<file path="config.mk">
export PLATFORM = sky130hd
export DESIGN_NAME = countdown_seq_32
export DESIGN_NICKNAME = d
export VERILOG_FILES = /design/src/rtl/countdown_seq_32_pkg.sv /design/src/rtl/countdown_seq_32_countdown_reg.sv /design/src/rtl/countdown_seq_32.sv
export SDC_FILE = /design/constraint.sdc
export NUM_CORES = 1
export LEC_CHECK = 0
export CORE_AREA = 3 3 40 42
export CTS_CLUSTER_DIAMETER = 100
export DETAILED_ROUTE_END_ITERATION = 7
export DIE_AREA = 0 0 43 45
export PLACE_DENSITY = 0.77
export SLEW_MARGIN = 20
export SYNTH_ARGS = -nofsm -noshare
export SYNTH_HDL_FRONTEND = slang
export SYNTH_SLANG_ARGS = --single-unit
</file>
<file path="constraint.sdc">
create_clock -name clk -period 1.5 [get_ports clk]
set_input_delay 0.225 -clock clk [delete_from_list [all_inputs] [get_ports clk]]
set_output_delay 0.225 -clock clk [all_outputs]
set_load 0.01 [all_outputs]
</file>
<file path="src/rtl/countdown_seq_32_pkg.sv">
// -----------------------------------------------------------------------------
// countdown_seq_32_pkg
// Shared definitions for the countdown_seq_32 sequencer:
//   - state_e       : sequencer state encoding (IDLE / RUN / DONE, 2 bits)
//   - DEFAULT_WIDTH : default count width (5 bits, loads of 0..31)
//   - cnt_max()     : largest loadable value for a given width
//   - CNT_MAX       : cnt_max() evaluated at the default width
// -----------------------------------------------------------------------------
package countdown_seq_32_pkg;

    localparam int unsigned DEFAULT_WIDTH = 5;

    typedef enum logic [1:0] {
        ST_IDLE = 2'd0,
        ST_RUN  = 2'd1,
        ST_DONE = 2'd2
    } state_e;

    // Largest value a WIDTH-bit load can carry.
    function automatic int unsigned cnt_max(input int unsigned width);
        return (32'd1 << width) - 32'd1;
    endfunction

    localparam int unsigned CNT_MAX = cnt_max(DEFAULT_WIDTH);

endpackage : countdown_seq_32_pkg

</file>
<file path="src/rtl/countdown_seq_32_countdown_reg.sv">
// -----------------------------------------------------------------------------
// countdown_reg
// WIDTH-bit remaining-iterations register used by countdown_seq_32.
// Priority of operations: reset > clear > load > decrement > hold value.
// Decrement wraps modulo 2^WIDTH; the sequencer relies on this for the
// "load 0 means 2^WIDTH iterations" mode.
//
// Ports:
//   clk         in   rising-edge clock
//   rst         in   synchronous reset, active-high (count -> 0)
//   clr_i       in   synchronous clear to 0
//   load_i      in   load load_val_i
//   load_val_i  in   value to load (WIDTH bits)
//   dec_i       in   decrement by one
//   count_o     out  current count (registered)
//   zero_next_o out  count is 1, so the next decrement reaches 0
// -----------------------------------------------------------------------------
module countdown_reg
    import countdown_seq_32_pkg::*;
#(
    parameter int unsigned WIDTH = DEFAULT_WIDTH
) (
    input  logic             clk,
    input  logic             rst,
    input  logic             clr_i,
    input  logic             load_i,
    input  logic [WIDTH-1:0] load_val_i,
    input  logic             dec_i,
    output logic [WIDTH-1:0] count_o,
    output logic             zero_next_o
);

    logic [WIDTH-1:0] count_q;
    logic [WIDTH-1:0] count_d;

    always_comb begin
        count_d = count_q;
        if (clr_i) begin
            count_d = '0;
        end else if (load_i) begin
            count_d = load_val_i;
        end else if (dec_i) begin
            count_d = count_q - WIDTH'(1);
        end
    end

    // NOTE: state registers use non-blocking assignments so every flop
    // samples the pre-edge values; blocking here would create ordering races.
    always_ff @(posedge clk) begin
        if (rst) begin
            count_q <= '0;
        end else begin
            count_q <= count_d;
        end
    end

    assign count_o     = count_q;
    assign zero_next_o = (count_q == WIDTH'(1));

endmodule : countdown_reg

</file>
<file path="src/rtl/countdown_seq_32.sv">
// -----------------------------------------------------------------------------
// countdown_seq_32
// Loadable down-counter / sequencer for multi-cycle datapaths. The initiator
// loads an iteration count, receives one step strobe per iteration, and is
// told of completion through a done/ack handshake.
//
// Parameters:
//   WIDTH     count width; loads 1..2^WIDTH-1 give that many steps
//   ZERO_DONE 1: load of 0 completes at once; 0: load of 0 runs 2^WIDTH steps
//
// Ports:
//   clk        in   rising-edge clock
//   rst        in   synchronous reset, active-high; dominates all inputs
//   start      in   load request, honoured only in IDLE
//   load_val   in   iteration count captured on an accepted start
//   hold       in   freeze the count while in RUN (datapath stall)
//   ack        in   initiator acknowledges done
//   reload     in   (COUNTDOWN_AUTO_RELOAD_EN only) on the final step,
//                   reload load_val and keep running instead of finishing
//   busy       out  high in RUN and DONE
//   step       out  one strobe per decrement: RUN and hold low
//   remaining  out  iterations still outstanding
//   done       out  high in DONE until acknowledged
//
// Configuration macro: COUNTDOWN_AUTO_RELOAD_EN (adds the reload input).
//
// Outputs depend only on registered state and hold; start and ack never
// reach an output combinationally.
// -----------------------------------------------------------------------------
module countdown_seq_32
    import countdown_seq_32_pkg::*;
#(
    parameter int unsigned WIDTH     = DEFAULT_WIDTH,
    parameter int unsigned ZERO_DONE = 1
) (
    input  logic             clk,
    input  logic             rst,
    input  logic             start,
    input  logic [WIDTH-1:0] load_val,
    input  logic             hold,
    input  logic             ack,
`ifdef COUNTDOWN_AUTO_RELOAD_EN
    input  logic             reload,
`endif
    output logic             busy,
    output logic             step,
    output logic [WIDTH-1:0] remaining,
    output logic             done
);

    state_e state_q;
    state_e state_d;

    logic cnt_clr;
    logic cnt_load;
    logic cnt_dec;
    logic cnt_zero_next;

    countdown_reg #(
        .WIDTH (WIDTH)
    ) u_countdown_reg (
        .clk         (clk),
        .rst         (rst),
        .clr_i       (cnt_clr),
        .load_i      (cnt_load),
        .load_val_i  (load_val),
        .dec_i       (cnt_dec),
        .count_o     (remaining),
        .zero_next_o (cnt_zero_next)
    );

    always_ff @(posedge clk) begin
        if (rst) begin
            state_q <= ST_IDLE;
        end else begin
            state_q <= state_d;
        end
    end

    // NOTE: every signal driven here gets a default first, so no path through
    // the case statement leaves a value unassigned and no latch is inferred.
    always_comb begin
        state_d  = state_q;
        cnt_clr  = 1'b0;
        cnt_load = 1'b0;
        cnt_dec  = 1'b0;

        unique case (state_q)
            ST_IDLE: begin
                if (start) begin
                    if (load_val != '0) begin
                        cnt_load = 1'b1;
                        state_d  = ST_RUN;
                    end else if (ZERO_DONE != 0) begin
                        cnt_clr  = 1'b1;
                        state_d  = ST_DONE;
                    end else begin
                        // Count starts at 0 and wraps on the first decrement,
                        // giving 2^WIDTH steps before reaching 0 again.
                        cnt_clr  = 1'b1;
                        state_d  = ST_RUN;
                    end
                end
            end

            ST_RUN: begin
                if (!hold) begin
                    cnt_dec = 1'b1;
                    if (cnt_zero_next) begin
`ifdef COUNTDOWN_AUTO_RELOAD_EN
                        if (reload) begin
                            // Load wins over the decrement inside the register,
                            // so the next step follows without a gap.
                            cnt_load = 1'b1;
                            if ((load_val == '0) && (ZERO_DONE != 0)) begin
                                state_d = ST_DONE;
                            end
                        end else begin
                            state_d = ST_DONE;
                        end
`else
                        state_d = ST_DONE;
`endif
                    end
                end
            end

            ST_DONE: begin
                // start is deliberately not looked at here.
                if (ack) begin
                    state_d = ST_IDLE;
                end
            end

            default: begin
                state_d = ST_IDLE;
                cnt_clr = 1'b1;
            end
        endcase
    end

    assign busy = (state_q == ST_RUN) || (state_q == ST_DONE);
    assign step = (state_q == ST_RUN) && !hold;
    assign done = (state_q == ST_DONE);

endmodule : countdown_seq_32

</file>
## Word-level counts from Yosys, hierarchy flattened

Index checks and enable logic that the tools add are counted.
Widths: inputs -> output; s select.

- Add/sub/neg operators: 1
- Reduce and logical (&&, ||, !) cells: 9
- Equality and inequality tests: 7
- Mux-type cells: 16

Operators with widths:

| cell | number |
|---|---|
| $mux 2 | 5 |
| $mux 5 | 2 |
| $ne 2x2->1 const B | 4 |
| $mux 1 | 7 |
| $pmux 2 s3 | 1 |
| $eq 5x1->1 const B | 1 |
| $reduce_bool 5->1 | 1 |
| $sub 5x1->5 const B | 1 |
| $reduce_and 4->1 | 1 |
| $reduce_or 2->1 | 2 |
| $eq 2x1->1 const B | 1 |
| $eq 2x2->1 const B | 1 |
| $logic_not 2->1 | 1 |
| $pmux 1 s2 | 1 |
| $reduce_bool 2->1 | 1 |
| $logic_and 1x1->1 | 1 |
| $logic_not 1->1 | 1 |
| $logic_or 1x1->1 | 1 |

- Input bits: 10
- Word-level logic and storage cells: 35
- Output and inout port bits: 8
- Register bits: 7

## Longest topological paths before layout

Gate-level depths: netlist (run 1).

- Depth in word-level cells: 5
- Mapped depth: 7
- Mapped depth without buffers: 6

## Modules after synthesis

Synthesis (run 1) repeated with hierarchy kept, for this count alone.

- Cells, all modules: 56
- Area total of the unflattened synthesis: 475.5 µm²

Modules (own cells, without submodules):

| module | seq. area each (µm²) | times used | area an instance (µm²) | cells an instance |
|---|---|---|---|---|
| countdown_reg | 100.1 | 1 | 277.8 | 32 |
| countdown_seq_32 | 40.0 | 1 | 197.7 | 24 |

## Least setup slack after synthesis (run 1)

Ideal clock, no wire load.

- Kind: register to register
- Start: reg state_q[1]
- End: reg u_countdown_reg.count_q[4], in the netlist u_countdown_reg.count_o[4]
- Stages on the path, launching flop included: 8
- Arrival time: 1383 ps
- Buffers on the path: 1
- Setup slack: 31 ps
- Setup time: 86 ps
- Clock period less this slack: 1469 ps
- Data required time: 1414 ps
- Cells stage by stage: dfxtp_1 -> inv_1 -> ha_1 -> nor2b_1 -> clkbuf_1 -> nand3_1 -> xor2_1 -> a211oi_1

- Longest elaborated chain between the ends: 4
- Elaborated cells between the ends (all ways): 10
- Classes of those cells: 2 x eq/ne; 4 x mux; 4 x reduce/logical

Ends and longest elaborated chain:

| item | RTL line | source |
|---|---|---|
| from (decl) | countdown_seq_32.sv:51 | `state_e state_q;` |
| from (signal assigned) | countdown_seq_32.sv:76 | `state_q <= state_d;` |
| $eq 2x2->1 / $eq 2x1->1 (equally long branches) | countdown_seq_32.sv:88 | `unique case (state_q)` |
| $reduce_or 2->1 (no line) | - |  |
| $pmux 1 s2 | countdown_seq_32.sv:88 |  |
| $reduce_or 2->1 (no line) | - |  |
| to (signal assigned) | countdown_seq_32_countdown_reg.sv:53 | `count_q <= count_d;` |
| to (decl) | countdown_seq_32_countdown_reg.sv:33 | `logic [WIDTH-1:0] count_q;` |

Several ways; a longest one is shown, not always the timed one.
A chain may end at the register's enable or synchronous reset.

## Worst setup path in the final report (run 1)

- Start: reg state_q[0]
- End: reg u_countdown_reg.count_q[3], in the netlist u_countdown_reg.count_o[3]

The elaborated chain is that of the path after synthesis.

==> results of run 1 <==
## cells by family (layout without fill, tap and decap cells)
family	count (synthesis)	in the layout	synth area share (%)
AO/OA/AOI/OAI	14	14	24.5
flip-flops	7	7	29.6
adder cells (fa/ha/maj)	5	5	13.2
AND/OR/NAND/NOR	18	18	18.2
buffers and inverters	9	37	7.13
XOR/XNOR	4	4	7.39
## stage by stage
step / area (um^2) / setup WS (ps)
after floorplan: 474 / 31.4
after global placement: 716 / -366
after detailed placement: 716 / -369
after CTS: 754 / 13.7
after global routing: 769 / 4.65
final: 769 / 68.2
## what timing repair did
item | 4_1_cts | 5_1_grt
buffers inserted | 1 | 0
gates resized for setup | 12 | 8
setup endpoints to repair | 10 | 10
hold buffers | 0 | 0
pin swaps | 6 | 6
## worst max-delay path, delay by kind of cell, from the launching register on
family | cells | cell delay (ps)
AO/OA/AOI/OAI | 2 | 580
adder cells (fa/ha/maj) | 1 | 310
buffers and inverters | 1 | 80
flip-flops | 1 | 330
AND/OR/NAND/NOR | 1 | 50
## layout make-up
cell class | count | area share, %
Multi-Input combinational cell | 41 | 42.3
Clock buffer | 4 | 3.41
Inverter | 7 | 3.41
Sequential cell | 7 | 18.4
Timing Repair Buffer | 26 | 30.1
Tap cell | 15 | 2.44
## sequential cells by signal, indices dropped and copies added (netlist names)
signal,count
u_countdown_reg.count_o,5
state_q,2
## layer usage
| metal | up-vias | part of all wire, % | wire [um] |
|---|---|---|---|
| met5 | - | 0 | 0 |
| li1 | 255 | - | - |
| met2 | 18 | 47 | 611 |
| met4 | 0 | 0.70 | 9 |
| met3 | 2 | 7.5 | 97 |
| met1 | 227 | 44 | 570 |
## where the power goes
group	switching (W)	internal [W]	leakage, nW
clock network	0.0000761	0.000102	0.0150
registers	0.0000820	0.000275	0.0580
logic	0.000476	0.000521	0.270
## worst max-delay path by stage
| stage | start | to | slack, ps | depth (start not counted) |
|---|---|---|---|---|
| floorplan | state_q[1]$_SDFFE_PP0P_ | u_countdown_reg.count_o[4]$_SDFFE_PP0P_ | 30 | 7 |
| detailed placement | load_val[2] | u_countdown_reg.count_o[0]$_SDFFE_PP0P_ | -370 | 5 |
| global route | state_q[0]$_SDFFE_PP0P_ | u_countdown_reg.count_o[3]$_SDFFE_PP0P_ | 5 | 5 |
| CTS | load_val[2] | u_countdown_reg.count_o[0]$_SDFFE_PP0P_ | 10 | 5 |
| finish | state_q[0]$_SDFFE_PP0P_ | u_countdown_reg.count_o[3]$_SDFFE_PP0P_ | 70 | 5 |
| global placement | load_val[2] | u_countdown_reg.count_o[3]$_SDFFE_PP0P_ | -370 | 5 |
## layout by cell type, fill, tap and decap left out, types with 2 or more instances in the layout
cell / n
clkbuf_4: 3
dlygate4sd2_1: 4
xor2_1: 3
buf_4: 8
clkdlybuf4s50_1: 9
a21oi_1: 3
dlymetal6s2s_1: 2
a211oi_2: 2
nand2_1: 4
dfxtp_1: 6
clkbuf_2: 2
nor2_1: 7
ha_1: 5
inv_1: 7
nand3_1: 2
a211oi_1: 2
==> impl_metrics.yaml, run 1 <==
cts:
  cts_tree: "done"
  clock-sinks: 7
  clk_path_buf_depth: 2
  clk_pin_slew_ps: 50
  clk_latency_ps: 260
  h-tree-depth: 1
  root_buffer: "clkbuf_4"
  cts_made_buffers: 3
yosys:
  ys_seq_area_share_pct: 29.6
  synthTopCellsByArea: "dfxtp_1 (30%), ha_1 (13%), a211oi_1 (6.3%), nor2_1 (6.3%), inv_1 (5.5%)"
  synthMostInstantiatedCell: "nor2_1"
  ys_seq_elements: 7
  ys_async_sr_fraction_pct: 0
  yosysTopAreaCell: "dfxtp_1"
  synth.net_count: 72
  synth-edff-count: 0
  syn_area_um2: 474
  synth_cells: 57
  synth-main-ff-cell: "dfxtp_1"
  syn_avg_cell_area_um2: 8.32
  yosys_warnings: 0
  synth_common_cells: "nor2_1 (8), dfxtp_1 (7), inv_1 (7)"
  yosysUniqueCellTypes: 22
  netlist.area_leader.share_pct: 29.6
place:
  portBuffers: 17
  placedCellCount: 95
  dp_hpwl_um: 936
  gp_congestion: 0.797
worst_setup_path:
  worstPathArrival_ps: 1610
  reg2reg_depth: 5
  crit_type: "reg -> reg"
  r2r-start: "state_q[0]$_SDFFE_PP0P_"
  critical_path.cell_chain: "inv_1 -> ha_1 -> nor2_1 -> a311o_1 -> a211oi_2"
  cp_max_fo: 5
  critical-path-slowest-cell: "a311o_1"
  rrSetupSlack_ps: 70
  max_stage_delay_ps: 360
  end_kind: "flip-flop"
  cp_data_required_time_ps: 1680
  critPathLaunchType: "flip-flop"
  r2r-end: "u_countdown_reg.count_o[3]$_SDFFE_PP0P_"
global_route:
  grt_usage_pct: 15.1
  grt_pass1_wl_um: 2090
  grtUsageMet2_pct: 24.6
  antenna_found_initial: 0
  overflow: 0
  grt_pass1_vias: 493
  use_met3_pct: 7.17
  grt_max_degree: 8
  busiest_layer: "met2"
  grt_use_met1_pct: 17.5
finish:
  regArea_um2: 141
  drive_above_1_share_pct: 27.1
  area_growth_pct: 62.3
  fin_util_pct: 59.9
  nNetsFinal: 101
  multi_input_area_um2: 325
  nFillCells: 122
  num_antenna_cells: 0
  stdcell_count: 100
die:
  placementRows: 13
  fp.dieH_um: 45
  core_um2: 1280
  die-area_um2: 1940
  die_x_um: 43
  pin_count: 18
  start_util_pct: 36.9
timing:
  setup_violations: 0
  worst_slew_pin_slew_ps: 258
  holdWs_ps: 312
  fmax_mhz: 698
  grt_setup_unrepaired: "no"
  period_share_pct: 95.5
  report.final.hold_viol_count: 0
  slew_viol_final: 0
  tns_ps: 0
  finalCriticalPeriod_ps: 1430
  slew_headroom_pct: 82.7
  skew_ps: 1.01
hold_path:
  hold_depth: 3
  hp-class: "in -> reg"
  worstHoldStart: "load_val[2]"
  hold_end: "u_countdown_reg.count_o[2]$_SDFFE_PP0P_"
routing:
  firstDrtPassIters: 4
  wl_um: 1290
  drtIter0Drc: 8
  wl_per_cell_um: 12.9
  vias: 502
  via_per_inst: 5.02
  drcViolationCount: 0
  antenna_left: 0
run:
  cap_violations: 0
status:
  status: "finished, final reports clean"
power:
  p_leak_nw: 0.343
  peakVddDrop_mv: 1.02
  power_density_nw_per_um2: 1990
  p_total_w: 0.00153
Power figures use the tool's default switching activity.
==> run 2: changes to the inputs <==
--- a/config.mk
+++ b/config.mk
@@ -10,6 +10,7 @@
 export DETAILED_ROUTE_END_ITERATION = 7
 export DIE_AREA = 0 0 43 45
 export PLACE_DENSITY = 0.77
+export REMOVE_ABC_BUFFERS = 1
 export SLEW_MARGIN = 20
 export SYNTH_ARGS = -nofsm -noshare
 export SYNTH_HDL_FRONTEND = slang
==> run 2 against run 1 <==
Clock skew is 2.8 ps higher. Fmax shrank 3.4%. Critical endpoint is now u_countdown_reg.count_o[4]$_SDFFE_PP0P_. Combinational power hardly changed.
==> impl_metrics.yaml, run 2 (same netlist as run 1, synthesis figures left out) <==
die:
  start_util_pct: 36.9
  placementRows: 13
  fp.dieH_um: 45
  die-area_um2: 1940
  core_um2: 1280
  pin_count: 18
  die_x_um: 43
worst_setup_path:
  r2r-start: "state_q[0]$_SDFFE_PP0P_"
  crit_family: "compound AO/OA/AOI/OAI gates"
  r2r-end: "u_countdown_reg.count_o[4]$_SDFFE_PP0P_"
  worstPathArrival_ps: 1650
  critPathLaunchType: "flip-flop"
  critical_path.cell_chain: "inv_2 -> ha_2 -> nor2_1 -> a311o_2 -> a211oi_2"
  end_kind: "flip-flop"
  crit_type: "reg -> reg"
  critical-path-slowest-cell: "a311o_2"
  max_stage_delay_ps: 380
  reg2reg_depth: 5
  cp_num_buf_inv: 1
  rrSetupSlack_ps: 20
  cp_max_fo: 5
  cp_data_required_time_ps: 1670
global_route:
  grt_usage_pct: 14.8
  antenna_found_initial: 0
  grt_max_degree: 8
  overflow: 0
  grt_pass1_vias: 504
  grt_pass1_wl_um: 2070
run:
  cap_violations: 0
finish:
  nNetsFinal: 104
  final_cell_mix: "buf_4 (11), clkdlybuf4s50_1 (9), inv_1 (6), nor2_1 (6), dfxtp_1 (6)"
  area_growth_pct: 70.4
  multi_input_area_um2: 342
  regArea_um2: 141
  drive_above_1_share_pct: 35.2
  largest_reg_flops: 5
  nFillCells: 121
  layout_commonest_cell: "buf_4"
  num_antenna_cells: 0
power:
  p_leak_nw: 0.358
  p_sw_w: 0.000656
  power_density_nw_per_um2: 1930
  peakVddDrop_mv: 0.960
  pwr-share-seq_pct: 23.2
  pwr-share-comb_pct: 65.8
  p_int_w: 0.000904
  p_sw_share_pct: 42.1
  clkPwrFrac_pct: 11.0
place:
  gp_congestion: 0.792
  dp_hpwl_um: 982
  portBuffers: 17
routing:
  wl_um: 1370
  wl_per_cell_um: 13.3
  antenna_left: 0
  drtIter0Drc: 10
  via_per_inst: 5.10
  vias: 525
  firstDrtPassIters: 4
  drcViolationCount: 0
hold_path:
  hold_depth: 3
  worstHoldStart: "load_val[2]"
  hold_end: "u_countdown_reg.count_o[2]$_SDFFE_PP0P_"
  hp-class: "in -> reg"
timing:
  report.final.hold_viol_count: 0
  slew_headroom_pct: 81.6
  worst_slew_pin_slew_ps: 274
  skew_ps: 3.80
  tns_ps: 0
  setup_violations: 0
  fmax_mhz: 674
  slew_viol_final: 0
  period_share_pct: 98.9
  holdWs_ps: 456
  finalCriticalPeriod_ps: 1480
cts:
  cts_tree: "done"
  hold_buffers: 0
  h-tree-depth: 1
  root_buffer: "clkbuf_4"
  clk_latency_ps: 250
  clock-sinks: 7
  cts_made_buffers: 3
  clk_path_buf_depth: 2
  clk_pin_slew_ps: 50
status:
  status: "finished, final reports clean"
## run 2: worst max-delay path by stage
stage                            start                                      end  slack [ps]  cells after the start
2_1_floorplan  state_q[1]$_SDFFE_PP0P_  u_countdown_reg.count_o[4]$_SDFFE_PP0P_         -40                      6
3_3_place_gp               load_val[2]  u_countdown_reg.count_o[3]$_SDFFE_PP0P_        -340                      5
3_5_place_dp               load_val[2]  u_countdown_reg.count_o[3]$_SDFFE_PP0P_        -400                      5
4_1_cts        state_q[0]$_SDFFE_PP0P_  u_countdown_reg.count_o[0]$_SDFFE_PP0P_           4                      5
5_1_grt        state_q[0]$_SDFFE_PP0P_  u_countdown_reg.count_o[4]$_SDFFE_PP0P_         -30                      5
6_report       state_q[0]$_SDFFE_PP0P_  u_countdown_reg.count_o[4]$_SDFFE_PP0P_          20                      5
## run 2: layout make-up
class / instances / area share [%]
well taps: 15 / 2.32
inverters: 7 / 3.25
repair buffers: 29 / 31.4
clock buffers: 4 / 3.25
multi-input cells: 41 / 42.3
flip-flops and latches: 7 / 17.5
## run 2: worst register-to-register path, stage by stage, from the launching register on
cell	delay, ps
dfxtp_1	350
inv_2	60
ha_2	320
nor2_1	40
a311o_2	380
a211oi_2	240
## run 2: power by group through the flow
stage                     logic [W]  clock network [W]  registers, W
after global placement     0.000932                  0      0.000359
after CTS                  0.000929           0.000180      0.000362
after floorplan            0.000491                  0      0.000370
final                       0.00103           0.000172      0.000362
after detailed placement   0.000941                  0      0.000363
after global routing        0.00112           0.000192      0.000375
## run 2: routing by layer
layer	track usage, %	part of all wire (%)	up-vias
li1	-	-	261
met1	16.8	42	240
met3	2.39	6.7	2
met4	9.04	1.8	0
met2	26.0	50	22
met5	0	0	-
## run 2: repair_timing
item,CTS,global route
setup endpoints to repair,10,8
gates resized for setup,12,14
buffers inserted,0,1
hold endpoints to repair,0,0
pin swaps,6,9
## run 2: per-stage QoR
stage	power, W	setup slack [ps]	cell area [um^2]	utilization [%]	cells
after floorplan	0.000861	-35.3	467	-	55
after global placement	0.00129	-344	738	57.4	98
after detailed placement	0.00130	-401	738	57.4	98
after CTS	0.00147	4.20	772	60.1	102
after global routing	0.00169	-31.1	808	62.9	103
final	0.00156	17.1	808	62.9	103
